<file path="config.mk">
export PLATFORM = sky130hd
export DESIGN_NAME = stereo_pan_mixer
export DESIGN_NICKNAME = d
export VERILOG_FILES = /design/src/rtl/pan_pkg.sv /design/src/rtl/pan_mult.sv /design/src/rtl/stereo_pan_mixer.sv
export SDC_FILE = /design/constraint.sdc
export NUM_CORES = 1
export LEC_CHECK = 0
export ABC_CLOCK_PERIOD_IN_PS = 16600
export BUFFER_PORTS_ARGS = -buffer_cell sky130_fd_sc_hd__buf_2
export CAP_MARGIN = 0
export CORE_MARGIN = 10
export CORE_UTILIZATION = 61
export CTS_CLUSTER_SIZE = 40
export DETAILED_ROUTE_END_ITERATION = 7
export PLACE_DENSITY = 0.79
export SLEW_MARGIN = 0
export SYNTH_ARGS = -nofsm -noshare
export SYNTH_HDL_FRONTEND = slang
export SYNTH_SLANG_ARGS = --single-unit
</file>
<file path="constraint.sdc">
create_clock -name CLOCK_50 -period 16.6 [get_ports CLOCK_50]
set_input_delay 3.32 -clock CLOCK_50 [delete_from_list [all_inputs] [get_ports CLOCK_50]]
set_output_delay 3.32 -clock CLOCK_50 [all_outputs]
set_load 0.01 [all_outputs]
</file>
<file path="src/rtl/pan_pkg.sv">
// rtl/pan_pkg.sv - shared types and constants for the stereo pan mixer
package pan_pkg;

  typedef enum logic [1:0] {
    IDLE,
    MUL_L,
    MUL_R,
    DONE
  } pan_state_t;

  localparam int          FRAC_BITS = 15;
  localparam logic [14:0] GAIN_MAX  = 15'h7FFF;

endpackage

</file>
<file path="src/rtl/pan_mult.sv">
// rtl/pan_mult.sv - combinational signed sample x unsigned Q1.15 gain, floor-scaled
//   sample : signed audio sample
//   gain   : unsigned fractional gain, 0 .. ~1.0
//   result : (sample * gain) >>> FRAC_BITS, truncated to DATA_W bits
module pan_mult #(
  parameter int DATA_W    = 16,
  parameter int FRAC_BITS = 15
) (
  input  logic [DATA_W-1:0]    sample,
  input  logic [FRAC_BITS-1:0] gain,
  output logic [DATA_W-1:0]    result
);
  import pan_pkg::*;

  localparam int PW = DATA_W + FRAC_BITS + 1;

  logic signed [PW-1:0] sample_ext;
  logic signed [PW-1:0] gain_ext;
  logic signed [PW-1:0] product;

  // Gain is forced non-negative by a zero top bit so the product is signed x positive.
  assign sample_ext = PW'($signed(sample));
  assign gain_ext   = PW'({1'b0, gain});
  assign product    = sample_ext * gain_ext;

  // Gain < 1.0 keeps the scaled value inside DATA_W bits, so truncation never wraps.
  assign result = DATA_W'(product >>> FRAC_BITS);

endmodule

</file>
<file path="src/rtl/stereo_pan_mixer.sv">
// rtl/stereo_pan_mixer.sv - mono to stereo constant-sum panner with one shared multiplier
//   CLOCK_50     : clock
//   RESET        : synchronous active-high reset
//   SAMPLE_VALID : input strobe for SAMPLE_IN / AUTO_PAN
//   SAMPLE_IN    : signed mono sample
//   AUTO_PAN     : pan position, 0 = full right, 0x7FFF = full left, larger clamps
//   LEFT_OUT     : registered left sample
//   RIGHT_OUT    : registered right sample
//   OUT_VALID    : one-cycle strobe when LEFT_OUT / RIGHT_OUT update
//   BUSY         : computation in flight
//   OVERRUN      : sticky, a strobe arrived while busy and was dropped
module stereo_pan_mixer #(
  parameter int DATA_W    = 16,
  parameter int FRAC_BITS = 15
) (
  input  logic              CLOCK_50,
  input  logic              RESET,
  input  logic              SAMPLE_VALID,
  input  logic [DATA_W-1:0] SAMPLE_IN,
  input  logic [DATA_W-1:0] AUTO_PAN,
  output logic [DATA_W-1:0] LEFT_OUT,
  output logic [DATA_W-1:0] RIGHT_OUT,
  output logic              OUT_VALID,
  output logic              BUSY,
  output logic              OVERRUN
);
  import pan_pkg::*;

  pan_state_t state_q;
  pan_state_t state_d;

  logic [DATA_W-1:0]    sample_q;
  logic [DATA_W-1:0]    left_q;
  logic [DATA_W-1:0]    right_q;
  logic [DATA_W-1:0]    mul_out;
  logic [FRAC_BITS-1:0] gain_q;
  logic [FRAC_BITS-1:0] gain_in;
  logic [FRAC_BITS-1:0] mul_gain;
  logic                 accept;

  assign accept = SAMPLE_VALID && (state_q == IDLE);
  assign BUSY   = (state_q != IDLE);

  // Any pan bit at or above the fraction width means the value exceeds full-left.
  assign gain_in = (|AUTO_PAN[DATA_W-1:FRAC_BITS]) ? GAIN_MAX : AUTO_PAN[FRAC_BITS-1:0];

  // Right gain is the complement of the left gain; the multiplier is time-shared.
  assign mul_gain = (state_q == MUL_R) ? (GAIN_MAX - gain_q) : gain_q;

  pan_mult #(
    .DATA_W    (DATA_W),
    .FRAC_BITS (FRAC_BITS)
  ) u_mult (
    .sample (sample_q),
    .gain   (mul_gain),
    .result (mul_out)
  );

  always_ff @(posedge CLOCK_50) begin
    if (RESET) begin
      state_q <= IDLE;
    end else begin
      state_q <= state_d;
    end
  end

  always_comb begin
    state_d = state_q;
    case (state_q)
      IDLE:    if (SAMPLE_VALID) state_d = MUL_L;
      MUL_L:   state_d = MUL_R;
      MUL_R:   state_d = DONE;
      DONE:    state_d = IDLE;
      default: state_d = IDLE;
    endcase
  end

  always_ff @(posedge CLOCK_50) begin
    if (RESET) begin
      sample_q  <= '0;
      gain_q    <= '0;
      left_q    <= '0;
      right_q   <= '0;
      LEFT_OUT  <= '0;
      RIGHT_OUT <= '0;
      OUT_VALID <= 1'b0;
      OVERRUN   <= 1'b0;
    end else begin
      OUT_VALID <= (state_q == DONE);
      if (SAMPLE_VALID && BUSY) begin
        OVERRUN <= 1'b1;
      end
      if (accept) begin
        sample_q <= SAMPLE_IN;
        gain_q   <= gain_in;
      end
      if (state_q == MUL_L) begin
        left_q <= mul_out;
      end
      if (state_q == MUL_R) begin
        right_q <= mul_out;
      end
      if (state_q == DONE) begin
        LEFT_OUT  <= left_q;
        RIGHT_OUT <= right_q;
      end
    end
  end

endmodule

</file>
==> PnR_summary.wiki, run 1 <==
{| class="wikitable"
! Metric !! Value
|-
| Status || finished, final reports clean
|-
| Via-to-Cell Ratio || ~5.7
|-
| Synth Register Bits || 99
|-
| Area of the placeable core || 20500 µm²
|-
| Number of standard cells after synthesis || 1420
|-
| Worst setup slack after placement || 8.74 ns
|-
| Final setup skew || 0.00885 ns
|-
| VDD IR-drop max || 0.111 mV
|-
| Unique masters post-synth || 44
|-
| Clock group share of total power || ~8%
|-
| Post-route setup slack || 8.59 ns
|-
| Layout cell share with drive strength beyond 1 || approximately 7.4%
|-
| Area growth from synthesis to layout || 6.39%
|-
| Clock input transition at the sequential cells of the worst setup and hold paths || 0.07 ns
|-
| Effective utilization at floorplan || between 60% and 70%
|-
| Proportion of synthesized chip area in sequential cells || 15.4%
|-
| Achievable clock frequency || 0.125 GHz
|-
| Longest Clk Path Bufs || 2
|-
| First-pass GRT wire length || 53100 µm
|-
| Cell total after placement || about 1700
|-
| Max-cap viol count || 0
|-
| Psw || approximately 0.0014 W
|-
| # hold bufs at CTS || 0
|-
| Number of enable-type register cells in the synthesized netlist || 0
|-
| CTS tree || built
|-
| Final HPWL DP || about 24000 µm
|-
| Max-Slew Margin vs Limit || ~10%
|-
| Switching share of power || 56.1%
|-
| Maximum number of pins on one net before global-route repair || 99
|-
| 1st-iter DRT viols || roughly 680
|-
| Antenna Cells || 0
|-
| Vias || slightly below 10000
|-
| Number of antenna violations at the first check in global routing || 0
|-
| Worst Path Arrival || 8.30 ns
|-
| Root cell of the clock tree || sky130_fd_sc_hd__clkbuf_16
|-
| Mux contribution to synthesized area || 2.96%
|-
| Startpoint types || register
|-
| Layout net count || about 1800
|-
| Parity-gate share of the synthesized area counting xor and xnor cells || 2.48%
|-
| Setup violators final || 0
|-
| Number of buffers created by CTS || 9
|-
| Top fanout value on the critical path || 28
|-
| Leakage Power || 6.79 nW
|-
| Fraction of the mapped netlist area in adder cells || a little under half
|-
| Average cell area after synthesis || 9.04 µm²
|-
| Final core occ || approximately 67%
|-
| Class of the most critical hold timing path || reg2reg
|-
| Detail-routed net length per standard cell || 18.2 µm
|-
| Die extent in x || 165 µm
|-
| Post-detailed-route count of antenna-violating nets || 0
|-
| Internal cell power || between 0.001 and 0.0015 W
|-
| Combinational share of power || 77.1%
|-
| Fraction of the cycle the final worst path needs || roughly 48%
|-
| Synth Area in Simple Gates || 17.2%
|-
| Wire length after detailed routing || 31300 µm
|-
| H-tree levels || 3
|-
| Required time of the worst setup path || 16.89 ns
|-
| Slew at the pin with the worst max-slew slack || 1.34 ns
|-
| GRT Residual Overflow || 0
|-
| Overall routing resource usage || between 20% and 30%
|-
| Clock sink count || 99
|-
| Die ar. || 27200 µm²
|-
| Fraction of the mapped netlist area in compound gates || 6.37%
|-
| RSZ-0062 raised after global routing || false
|-
| Syn_nets || 1775
|-
| Die H || 165 µm
|-
| Time the worst path needs with I/O delays and setup || 8.01 ns
|-
| Slew Limit Fails || 0
|-
| Share of power burned in registers || 14.8%
|-
| Std-Cell Rows || 52
|-
| Total number of yosys warnings || 0
|-
| Clock latency of the later-clocked register in the worst-skew pair || 0.35 ns
|-
| Post-route DRC violation count || 0
|-
| Main combinational cell family by area after synthesis || adder cells
|-
| IO Count || 70
|-
| Top_reg_cell synth || sky130_fd_sc_hd__dfxtp_1
|-
| Proportion of synthesized flip-flops having asynchronous set or reset || 0%
|-
| Total negative setup slack || 0 ns
|-
| Critical path capture point type || register
|-
| TritonRoute pass-1 iters || 6
|-
| # resized after CTS || 0
|-
| Hold violation total from the final report || 0
|-
| Post-CTS setup buffer count || 0
|-
| IO buf count || 69
|-
| Netlist area before placement || between 10000 and 15000 µm²
|-
| Via count of the first global-routing pass || 10645
|-
| Final Instance Count excl. Fillers || ~1700
|-
| Total power consumption of the routed design || 0.00252 W
|-
| Routability Congestion || slightly above 0.9
|-
| Class of the most critical setup path || reg2reg
|-
| Cell area power density || 185 nW/µm²
|}
## path summary, 6_finish.rpt
path / slack [ns] / cells past startpoint / start / to
worst min-delay path: 0.47 / 2 / OVERRUN$_SDFFE_PP0P_ / OVERRUN$_SDFFE_PP0P_
worst min register to register: 0.47 / 2 / OVERRUN$_SDFFE_PP0P_ / OVERRUN$_SDFFE_PP0P_
worst max register to register: 8.59 / 22 / state_q[0]$_SDFFE_PP0P_ / left_q[8]$_SDFFE_PP0N_
worst max-delay path: 8.59 / 22 / state_q[0]$_SDFFE_PP0P_ / left_q[8]$_SDFFE_PP0N_
## state kept, by name, indices dropped and copies added (netlist names)
name	cells
gain_q	15
LEFT_OUT	16
left_q	16
OUT_VALID	1
OVERRUN	1
state_q	2
right_q	16
sample_q	16
RIGHT_OUT	16
## logic make-up (layout without fill, tap and decap cells)
logic type | Yosys count | in the layout
compound gates | 117 | 117
xor+xnor | 32 | 32
fa+ha+maj | 320 | 320
buf+inv | 349 | 376
flops | 99 | 99
mux | 38 | 38
simple gates | 465 | 465
## cells in the mapped netlist (9+ instances only)
| master | number | area (µm²) |
|---|---|---|
| sky130_fd_sc_hd__clkbuf_1 | 63 | 236 |
| sky130_fd_sc_hd__mux2i_1 | 38 | 380 |
| sky130_fd_sc_hd__and3_1 | 11 | 68.8 |
| sky130_fd_sc_hd__nand3_1 | 11 | 55.1 |
| sky130_fd_sc_hd__o21ai_0 | 14 | 70.1 |
| sky130_fd_sc_hd__ha_1 | 80 | 1000 |
| sky130_fd_sc_hd__a21oi_1 | 32 | 160 |
| sky130_fd_sc_hd__nor3_1 | 35 | 175 |
| sky130_fd_sc_hd__nand2_1 | 183 | 687 |
| sky130_fd_sc_hd__and2_1 | 119 | 744 |
| sky130_fd_sc_hd__or3_1 | 13 | 81.3 |
| sky130_fd_sc_hd__fa_1 | 240 | 4800 |
| sky130_fd_sc_hd__dfxtp_1 | 99 | 1980 |
| sky130_fd_sc_hd__inv_1 | 278 | 1040 |
| sky130_fd_sc_hd__o221ai_1 | 10 | 87.6 |
| sky130_fd_sc_hd__nor2_1 | 77 | 289 |
| sky130_fd_sc_hd__xor2_1 | 17 | 149 |
| sky130_fd_sc_hd__xnor2_1 | 13 | 114 |
| sky130_fd_sc_hd__nand4_1 | 9 | 56.3 |
| sky130_fd_sc_hd__a211oi_1 | 11 | 82.6 |
## layer usage
layer | part of all wire (%) | GRT usage, % | wire length [µm] | up-vias
met1 | 39 | 30.6 | 12300 | 4819
met5 | 0 | 0 | 0 | -
met2 | 50 | 41.7 | 15700 | 405
met3 | 7.0 | 3.81 | 2200 | 99
li1 | - | - | - | 4389
met4 | 3.6 | 8.82 | 1130 | 0
## worst max-delay path, cell delays in order, from the launching register on
cell and delay (ns):
sky130_fd_sc_hd__dfxtp_1 0.35, sky130_fd_sc_hd__inv_1 0.09, sky130_fd_sc_hd__ha_2 0.31, sky130_fd_sc_hd__buf_4 0.46, sky130_fd_sc_hd__xor2_1 1.08, sky130_fd_sc_hd__nand2_1 0.20, sky130_fd_sc_hd__fa_1 0.59, sky130_fd_sc_hd__inv_1 0.06
sky130_fd_sc_hd__fa_1 0.48, sky130_fd_sc_hd__fa_1 0.57, sky130_fd_sc_hd__fa_1 0.42, sky130_fd_sc_hd__fa_1 0.49, sky130_fd_sc_hd__inv_1 0.05, sky130_fd_sc_hd__fa_1 0.48, sky130_fd_sc_hd__inv_1 0.05, sky130_fd_sc_hd__ha_1 0.42
sky130_fd_sc_hd__and3_1 0.25, sky130_fd_sc_hd__o211ai_1 0.11, sky130_fd_sc_hd__a211o_1 0.30, sky130_fd_sc_hd__a31oi_4 0.36, sky130_fd_sc_hd__o2111ai_2 0.18, sky130_fd_sc_hd__a2111oi_0 0.46, sky130_fd_sc_hd__a311o_1 0.18
## through the flow
stage	cell area [µm²]	hold WS [ns]
after global placement	13400	0.443
final	13700	0.468
after detailed placement	13400	0.457
after CTS	13700	0.474
after floorplan	12800	0.441
after global routing	13700	0.501
## cell usage in the layout (no fill, tap or decap), types with 32 or more instances in the layout
| master | count |
|---|---|
| sky130_fd_sc_hd__a21oi_1 | 32 |
| sky130_fd_sc_hd__and2_1 | 119 |
| sky130_fd_sc_hd__buf_2 | 68 |
| sky130_fd_sc_hd__dfxtp_1 | 99 |
| sky130_fd_sc_hd__fa_1 | 240 |
| sky130_fd_sc_hd__ha_1 | 78 |
| sky130_fd_sc_hd__inv_1 | 278 |
| sky130_fd_sc_hd__mux2i_1 | 38 |
| sky130_fd_sc_hd__nand2_1 | 183 |
| sky130_fd_sc_hd__nor2_1 | 77 |
| sky130_fd_sc_hd__nor3_1 | 35 |
## layout make-up
cell class | instances | area (µm²)
clock buffer | 9 | 225
clock inverter | 7 | 72.6
fill | 1640 | 6840
inverter | 278 | 1040
multi-input combinational | 972 | 9540
sequential | 99 | 1980
tap | 270 | 338
timing repair buffer | 82 | 445
## power groups by stage
stage	clock network, W	registers, W	logic [W]
after floorplan	0	0.000325	0.00139
after global placement	0	0.000371	0.00186
after detailed placement	0	0.000372	0.00191
after CTS	0.000208	0.000368	0.00194
after global routing	0.000218	0.000376	0.00217
final	0.000207	0.000372	0.00194
(Power assumes the default switching activity.)
==> inputs of run 2 (changes only) <==
--- a/config.mk
+++ b/config.mk
@@ -5,14 +5,14 @@
 export SDC_FILE = /design/constraint.sdc
 export NUM_CORES = 1
 export LEC_CHECK = 0
-export ABC_CLOCK_PERIOD_IN_PS = 16600
+export ABC_CLOCK_PERIOD_IN_PS = 6770
 export BUFFER_PORTS_ARGS = -buffer_cell sky130_fd_sc_hd__buf_2
 export CAP_MARGIN = 0
 export CORE_MARGIN = 10
-export CORE_UTILIZATION = 61
+export CORE_UTILIZATION = 58
 export CTS_CLUSTER_SIZE = 40
 export DETAILED_ROUTE_END_ITERATION = 7
-export PLACE_DENSITY = 0.79
+export PLACE_DENSITY = 0.78
 export SLEW_MARGIN = 0
 export SYNTH_ARGS = -nofsm -noshare
 export SYNTH_HDL_FRONTEND = slang
==> constraint.sdc (replaced) <==
create_clock -name CLOCK_50 -period 6.77 [get_ports CLOCK_50]
set_input_delay 1.354 -clock CLOCK_50 [delete_from_list [all_inputs] [get_ports CLOCK_50]]
set_output_delay 1.354 -clock CLOCK_50 [all_outputs]
set_load 0.01 [all_outputs]
==> run 2 against run 1 <==
Effect of this change: die area rose by 4.5%; global-route usage fell by 1.8 points; sequential power up 130%; critical path depth increased by 3; critical path type unchanged; fmax up 20%; power increased to 2.7 times the previous value; via count grew 1.6%.
==> PnR_summary.wiki, run 2 (synthesis gave the netlist of run 1 again) <==
{| class="wikitable"
! Metric !! Value
|-
| Hold violation total from the final report || 0 (unchanged)
|-
| Hold_ws || 0.481 ns (+0.0133 ns)
|-
| Die extent in x || 169 µm (+2.2%)
|-
| Clock sink count || 99 (unchanged)
|-
| 1st-iter DRT viols || 594 (-13%)
|-
| Switching share of power || 53.1% (-3.0 points)
|-
| Cell area power density || 475 nW/µm² (+160%)
|-
| Post-route DRC violation count || 0 (unchanged)
|-
| Std-Cell Rows || 54 (+3.8%)
|-
| Longest Clk Path Bufs || 2 (unchanged)
|-
| Root cell of the clock tree || sky130_fd_sc_hd__clkbuf_16
|-
| CTS tree || built
|-
| Class of the most critical setup path || reg2reg
|-
| Clock latency of the later-clocked register in the worst-skew pair || 0.34 ns (about the same)
|-
| Combinational share of power || 79.4% (+2.3 points)
|-
| Slew at the pin with the worst max-slew slack || 1.08 ns (-0.259 ns)
|-
| Wire length after detailed routing || 32100 µm (+2.5%)
|-
| Fraction of the cycle the final worst path needs || 98.3% (+50 points)
|-
| Slack of the worst reg-to-reg path || 0.11 ns (-8.48 ns)
|-
| Time the worst path needs with I/O delays and setup || 6.66 ns (-1.35 ns)
|-
| Die H || 169 µm (+2.2%)
|-
| Final design instance area without fill || 14400 µm² (+5.3%)
|-
| Startpoint types || register
|-
| Vias || 9869 (+1.6%)
|-
| Psw || 0.00363 W (+160%)
|-
| Post-detailed-route count of antenna-violating nets || 0 (unchanged)
|-
| Clock group share of total power || 7.9% (-0.3 points)
|-
| IO Count || 70 (unchanged)
|-
| Status || finished, final reports clean
|-
| Max-Slew Margin vs Limit || 27.8% (+18 points)
|-
| Via count of the first global-routing pass || 10565 (-0.75%)
|-
| Final core occ || 65.9% (-0.73 points)
|-
| Max-cap viol count || 0 (unchanged)
|-
| Critical path capture point type || register
|-
| GRT Residual Overflow || 0 (unchanged)
|-
| Number of buffers created by CTS || 9 (unchanged)
|-
| Via-to-Cell Ratio || 5.54 (-2.0%)
|-
| Detail-routed net length per standard cell || 18.0 µm (-1.2%)
|-
| Area growth from synthesis to layout || 12.0%
|-
| Clock input transition at the sequential cells of the worst setup and hold paths || 0.07 ns (about the same)
|-
| Effective utilization at floorplan || 58.8% (-3.8 points)
|-
| Leading cell type in the layout, fill and taps excluded || sky130_fd_sc_hd__inv_1
|-
| Slew Limit Fails || 0 (unchanged)
|-
| Number of filler cells placed in the layout || 1659 (+1.2%)
|-
| Final HPWL DP || 24700 µm (+1.5%)
|-
| H-tree levels || 3 (unchanged)
|-
| # hold bufs at CTS || 0 (unchanged)
|-
| VDD IR-drop max || 0.334 mV (+200%)
|-
| Class of the most critical hold timing path || reg2reg
|-
| Final setup skew || 0.00881 ns (-0.0000486 ns)
|-
| First-pass GRT wire length || 52600 µm (-1.0%)
|-
| Layout cell share with drive strength beyond 1 || 12.7% (+5.3 points)
|-
| Maximum number of pins on one net before global-route repair || 110 (+11%)
|-
| IO buf count || 69 (unchanged)
|-
| Total negative setup slack || 0 ns (unchanged)
|-
| Routability Congestion || 0.926 (+2.1%)
|-
| RSZ-0062 raised after global routing || true
|-
| Most frequent cells in the layout || sky130_fd_sc_hd__inv_1, sky130_fd_sc_hd__fa_1, sky130_fd_sc_hd__nand2_1
|-
| Internal cell power || 0.00320 W (+190%)
|-
| Leakage Power || 7.12 nW (+4.8%)
|-
| Layout net count || 1851 (+3.0%)
|-
| Antenna Cells || 0 (unchanged)
|-
| Share of power burned in registers || 12.8% (-2.0 points)
|-
| Area of the placeable core || 21800 µm² (+6.5%)
|-
| Worst Path Arrival || 6.83 ns (-1.47 ns)
|-
| Achievable clock frequency || 0.150 GHz (+20%)
|-
| TritonRoute pass-1 iters || 5 (-1)
|-
| Number of antenna violations at the first check in global routing || 0 (unchanged)
|-
| Overall routing resource usage || 22.6% (-1.8 points)
|-
| Post-detailed-placement cell area || 13700 µm² (+2.8%)
|-
| Required time of the worst setup path || 6.95 ns (-9.94 ns)
|-
| Setup violators final || 0 (unchanged)
|-
| Top fanout value on the critical path || 8 (-71%)
|-
| Die ar. || 28500 µm² (+4.5%)
|}
## run 2: power by group through the flow
stage | combinational, W | sequential, W | clock [W]
after floorplan | 0.00340 | 0.000798 | 0
after global routing | 0.00604 | 0.000884 | 0.000566
after CTS | 0.00518 | 0.000861 | 0.000543
after detailed placement | 0.00508 | 0.000871 | 0
after global placement | 0.00496 | 0.000868 | 0
final | 0.00542 | 0.000873 | 0.000538
## run 2: path summary, 6_finish.rpt
path	from	endpoint	depth (start not counted)
worst min register to register	right_q[6]$_SDFFE_PP0P_	right_q[6]$_SDFFE_PP0P_	2
worst min-delay path	right_q[6]$_SDFFE_PP0P_	right_q[6]$_SDFFE_PP0P_	2
worst max-delay path	state_q[0]$_SDFFE_PP0P_	left_q[15]$_SDFFE_PP0N_	25
worst max register to register	state_q[0]$_SDFFE_PP0P_	left_q[15]$_SDFFE_PP0N_	25
## run 2: critical path: stages, from the launching register on
cell and delay [ns]:
sky130_fd_sc_hd__dfxtp_2 0.33, sky130_fd_sc_hd__inv_2 0.05, sky130_fd_sc_hd__ha_4 0.21, sky130_fd_sc_hd__buf_4 0.15, sky130_fd_sc_hd__buf_4 0.14, sky130_fd_sc_hd__xor2_4 0.27, sky130_fd_sc_hd__buf_12 0.17, sky130_fd_sc_hd__nand2_1 0.08
sky130_fd_sc_hd__fa_1 0.50, sky130_fd_sc_hd__fa_1 0.52, sky130_fd_sc_hd__inv_1 0.06, sky130_fd_sc_hd__fa_1 0.56, sky130_fd_sc_hd__fa_1 0.44, sky130_fd_sc_hd__fa_1 0.50, sky130_fd_sc_hd__inv_1 0.05, sky130_fd_sc_hd__fa_1 0.47
sky130_fd_sc_hd__inv_1 0.04, sky130_fd_sc_hd__ha_1 0.31, sky130_fd_sc_hd__and3_4 0.21, sky130_fd_sc_hd__o211ai_1 0.10, sky130_fd_sc_hd__a211o_1 0.33, sky130_fd_sc_hd__a31oi_4 0.29, sky130_fd_sc_hd__buf_4 0.16, sky130_fd_sc_hd__o21ai_1 0.07
sky130_fd_sc_hd__xnor2_1 0.30, sky130_fd_sc_hd__a211oi_1 0.13
## run 2: area by class of cell
cell class                      instances  area [µm²]  area share (%)
Inverter                              278        1040            7.26
Sequential cell                        99        1980            13.8
Multi-Input combinational cell        972        9690            67.4
Clock buffer                           10         239            1.66
Clock inverter                          6        83.8           0.583
Timing Repair Buffer                  136         987            6.87
Tap cell                              280         350            2.44
## run 2: timing repair
item	in CTS	in global routing
gates resized for setup	1	46
cloned	0	1
buffers inserted	2	15
pin swaps	0	23
setup endpoints to repair	9	25
## run 2: metrics by stage
step | total power (W) | instances | worst slack (ns)
floorplan | 0.00420 | 1420 | 0.0557
global placement | 0.00583 | 1747 | 0.0828
detailed placement | 0.00595 | 1747 | -0.0531
CTS | 0.00659 | 1765 | 0.0419
global route | 0.00749 | 1781 | -0.129
finish | 0.00683 | 1781 | 0.114
## run 2: per-layer routing
layer | up-vias | part of all wire, % | track usage (%) | wire length (µm)
met5 | - | 0 | 0 | 0
met4 | 0 | 2.6 | 6.32 | 841
met3 | 63 | 6.7 | 4.10 | 2140
met2 | 360 | 51 | 38.8 | 16400
met1 | 4937 | 40 | 28.6 | 12700
li1 | 4509 | - | - | -
==> inputs of run 3 (changes only) <==
--- a/config.mk
+++ b/config.mk
@@ -13,6 +13,7 @@
 export CTS_CLUSTER_SIZE = 40
 export DETAILED_ROUTE_END_ITERATION = 7
 export PLACE_DENSITY = 0.78
+export REMOVE_ABC_BUFFERS = 1
 export SLEW_MARGIN = 0
 export SYNTH_ARGS = -nofsm -noshare
 export SYNTH_HDL_FRONTEND = slang
==> run 3 against run 2 <==
Effect of this change: largest power group unchanged; fmax increased by 0.73%; worst hold slack got worse by 0.013 ns; largest cell class unchanged; via count increased by 1.5%; clock power decreased by 2%.
==> PnR_summary.wiki, run 3 (synthesis gave the netlist of run 1 again) <==
{| class="wikitable"
! Metric !! Value
|-
| Cell area power density || 484 nW/µm² (+1.8%)
|-
| Max-cap viol count || 0 (unchanged)
|-
| Critical path capture point type || register
|-
| Via-to-Cell Ratio || 5.61 (+1.2%)
|-
| Worst Path Arrival || 6.86 ns (+0.03 ns)
|-
| Total power consumption of the routed design || 0.00699 W (+2.3%)
|-
| Std-Cell Rows || 54 (unchanged)
|-
| Hold_ws || 0.468 ns (-0.0127 ns)
|-
| Cell with the biggest individual delay on the critical path || sky130_fd_sc_hd__fa_1
|-
| Peak per-stage delay on the critical path || 0.56 ns (about the same)
|-
| Die ar. || 28500 µm² (unchanged)
|-
| Fraction of the cycle the final worst path needs || 97.6% (-0.71 points)
|-
| Leading cell type in the layout, fill and taps excluded || sky130_fd_sc_hd__inv_1
|-
| Top fanout value on the critical path || 5 (-3)
|-
| Depth of the worst register-to-register path || 25 (unchanged)
|-
| Most frequent cells in the layout || sky130_fd_sc_hd__inv_1, sky130_fd_sc_hd__fa_1, sky130_fd_sc_hd__nand2_1
|-
| Final setup skew || 0.0143 ns (+0.00549 ns)
|-
| Post-detailed-route count of antenna-violating nets || 0 (unchanged)
|-
| Slew Limit Fails || 0 (unchanged)
|-
| TritonRoute pass-1 iters || 5 (unchanged)
|-
| Required time of the worst setup path || 7.02 ns (+0.07 ns)
|-
| Slack of the worst reg-to-reg path || 0.16 ns (+0.05 ns)
|-
| End of the worst hold path || OVERRUN$_SDFFE_PP0P_
|-
| 1st-iter DRT viols || 753 (+27%)
|-
| Area of the placeable core || 21800 µm² (unchanged)
|-
| CTS tree || built
|-
| Overall routing resource usage || 23.2% (+0.55 points)
|-
| Achievable clock frequency || 0.151 GHz (+0.73%)
|-
| Post-route DRC violation count || 0 (unchanged)
|-
| Cell total after placement || 1750 (+0.17%)
|-
| Time the worst path needs with I/O delays and setup || 6.61 ns (-0.0484 ns)
|-
| Routability Congestion || 0.927 (+0.13%)
|-
| First-pass GRT wire length || 53900 µm (+2.4%)
|-
| Setup violators final || 0 (unchanged)
|-
| Reg-to-reg endpoint || left_q[8]$_SDFFE_PP0N_
|-
| Number of filler cells placed in the layout || 1657 (-0.12%)
|-
| Leakage Power || 7.12 nW (about the same)
|-
| Register Area || 1980 µm² (about the same)
|-
| Final Instance Count excl. Fillers || 1786 (+0.28%)
|-
| CP top delay family || adder cells
|-
| Post-route setup slack || 0.162 ns (+0.0484 ns)
|-
| Count of buffering cells on the critical path with inverters included || 8 (unchanged)
|-
| IO buf count || 69 (unchanged)
|-
| Longest Clk Path Bufs || 2 (unchanged)
|-
| Class of the most critical hold timing path || reg2reg
|-
| # hold bufs at CTS || 0 (unchanged)
|-
| Number of buffers created by CTS || 9 (unchanged)
|-
| Total area of multi-input combinational cells || 9770 µm² (+0.85%)
|-
| Final design instance area without fill || 14500 µm² (+0.51%)
|-
| Antenna Cells || 0 (unchanged)
|-
| Origin of the critical flop-to-flop path || state_q[0]$_SDFFE_PP0P_
|-
| Clock input transition at the sequential cells of the worst setup and hold paths || 0.08 ns (about the same)
|-
| Wire length after detailed routing || 32500 µm (+1.3%)
|-
| H-tree levels || 3 (unchanged)
|-
| Class of the most critical setup path || reg2reg
|-
| Vias || 10020 (+1.5%)
|-
| Startpoint types || register
|-
| Status || finished, final reports clean
|-
| Hold violation total from the final report || 0 (unchanged)
|-
| Clock latency of the later-clocked register in the worst-skew pair || 0.36 ns (+0.02 ns)
|-
| Max-Slew Margin vs Limit || 18.8% (-9.0 points)
|-
| Via count of the first global-routing pass || 10471 (-0.89%)
|-
| GRT Residual Overflow || 0 (unchanged)
|-
| Detail-routed net length per standard cell || 18.2 µm (+1.1%)
|-
| Number of logic stages on the critical path including buffering || 25 (unchanged)
|-
| Number of antenna violations at the first check in global routing || 0 (unchanged)
|-
| Layout net count || 1856 (+0.27%)
|-
| Maximum number of pins on one net before global-route repair || 60 (-45%)
|-
| Layout cell share with drive strength beyond 1 || 12.9% (+0.22 points)
|-
| Worst hold path depth || 2 (unchanged)
|-
| Most numerous cell on the critical path || sky130_fd_sc_hd__fa_1
|-
| Die extent in x || 169 µm (unchanged)
|-
| Worst setup slack after placement || -0.213 ns (-0.160 ns)
|-
| Final HPWL DP || 25400 µm (+2.9%)
|-
| VDD IR-drop max || 0.378 mV (+13%)
|-
| Clock sink count || 99 (unchanged)
|-
| Die H || 169 µm (unchanged)
|-
| Min-Delay Startpoint || OVERRUN$_SDFFE_PP0P_
|-
| Post-detailed-placement cell area || 13700 µm² (-0.11%)
|-
| Area growth from synthesis to layout || 12.6%
|-
| Slew at the pin with the worst max-slew slack || 1.22 ns (+0.132 ns)
|-
| IO Count || 70 (unchanged)
|-
| Effective utilization at floorplan || 58.8% (unchanged)
|-
| Root cell of the clock tree || sky130_fd_sc_hd__clkbuf_16
|}
-- run 3: changes by cell type in the layout (fill, tap and decap cells not counted), sizes merged --
cell | previous run | this run
a31oi | 5 | 6
buf | 135 | 139
bufinv | 1 | 0
clkbuf | 11 | 10
clkinv | 4 | 3
clkinvlp | 0 | 1
inv | 279 | 281
-- run 3: power breakdown --
part | switching [W] | internal, W | total [W]
registers | 0.000150 | 0.000716 | 0.000866
logic | 0.00335 | 0.00225 | 0.00560
clock network | 0.000267 | 0.000262 | 0.000529
total | 0.00377 | 0.00322 | 0.00699
-- run 3: tightest hold or removal path: stages (launching register included) --
cell and delay [ns]:
sky130_fd_sc_hd__dfxtp_1 0.33, sky130_fd_sc_hd__a21oi_1 0.04, sky130_fd_sc_hd__nor2_1 0.07
-- run 3: per-stage QoR --
stage	util [%]	TNS, ns
2_1_floorplan	-	-10.92
3_3_place_gp	62.8	-0.00584
3_5_place_dp	62.8	-1.48
4_1_cts	64.4	0
5_1_grt	66.2	-0.233
6_report	66.2	0
-- run 3: how the worst max path moves through the flow --
stage / start / slack, ns / endpoint
2_1_floorplan: state_q[0]$_SDFFE_PP0P_ / -0.57 / right_q[8]$_SDFFE_PP0P_
3_3_place_gp: state_q[0]$_SDFFE_PP0P_ / -0.006 / right_q[10]$_SDFFE_PP0P_
3_5_place_dp: state_q[0]$_SDFFE_PP0P_ / -0.21 / right_q[10]$_SDFFE_PP0P_
4_1_cts: state_q[0]$_SDFFE_PP0P_ / 0.002 / left_q[7]$_SDFFE_PP0N_
5_1_grt: state_q[1]$_SDFFE_PP0P_ / -0.06 / left_q[8]$_SDFFE_PP0N_
6_report: state_q[0]$_SDFFE_PP0P_ / 0.16 / left_q[8]$_SDFFE_PP0N_
-- run 3: area by class of cell --
class | instances | share of cell area (%)
Inverter | 278 | 7.22
Timing Repair Buffer | 140 | 6.92
Clock buffer | 9 | 1.56
Clock inverter | 7 | 0.537
Multi-Input combinational cell | 973 | 67.6
Sequential cell | 99 | 13.7
Tap cell | 280 | 2.42
-- run 3: what timing repair did --
action	in CTS	in global routing
pin swaps	1	19
gates cloned	0	1
endpoints found under the setup margin	16	26
buffers inserted	2	17
resized for setup	3	44
-- run 3: layer usage --
layer,part of all wire (%),track usage [%],wire (µm),vias up
li1,-,-,-,4511
met1,39,30.1,12800,5016
met2,51,38.8,16500,414
met3,7.2,4.08,2360,79
met4,2.7,6.74,864,0
met5,0,0,0,-
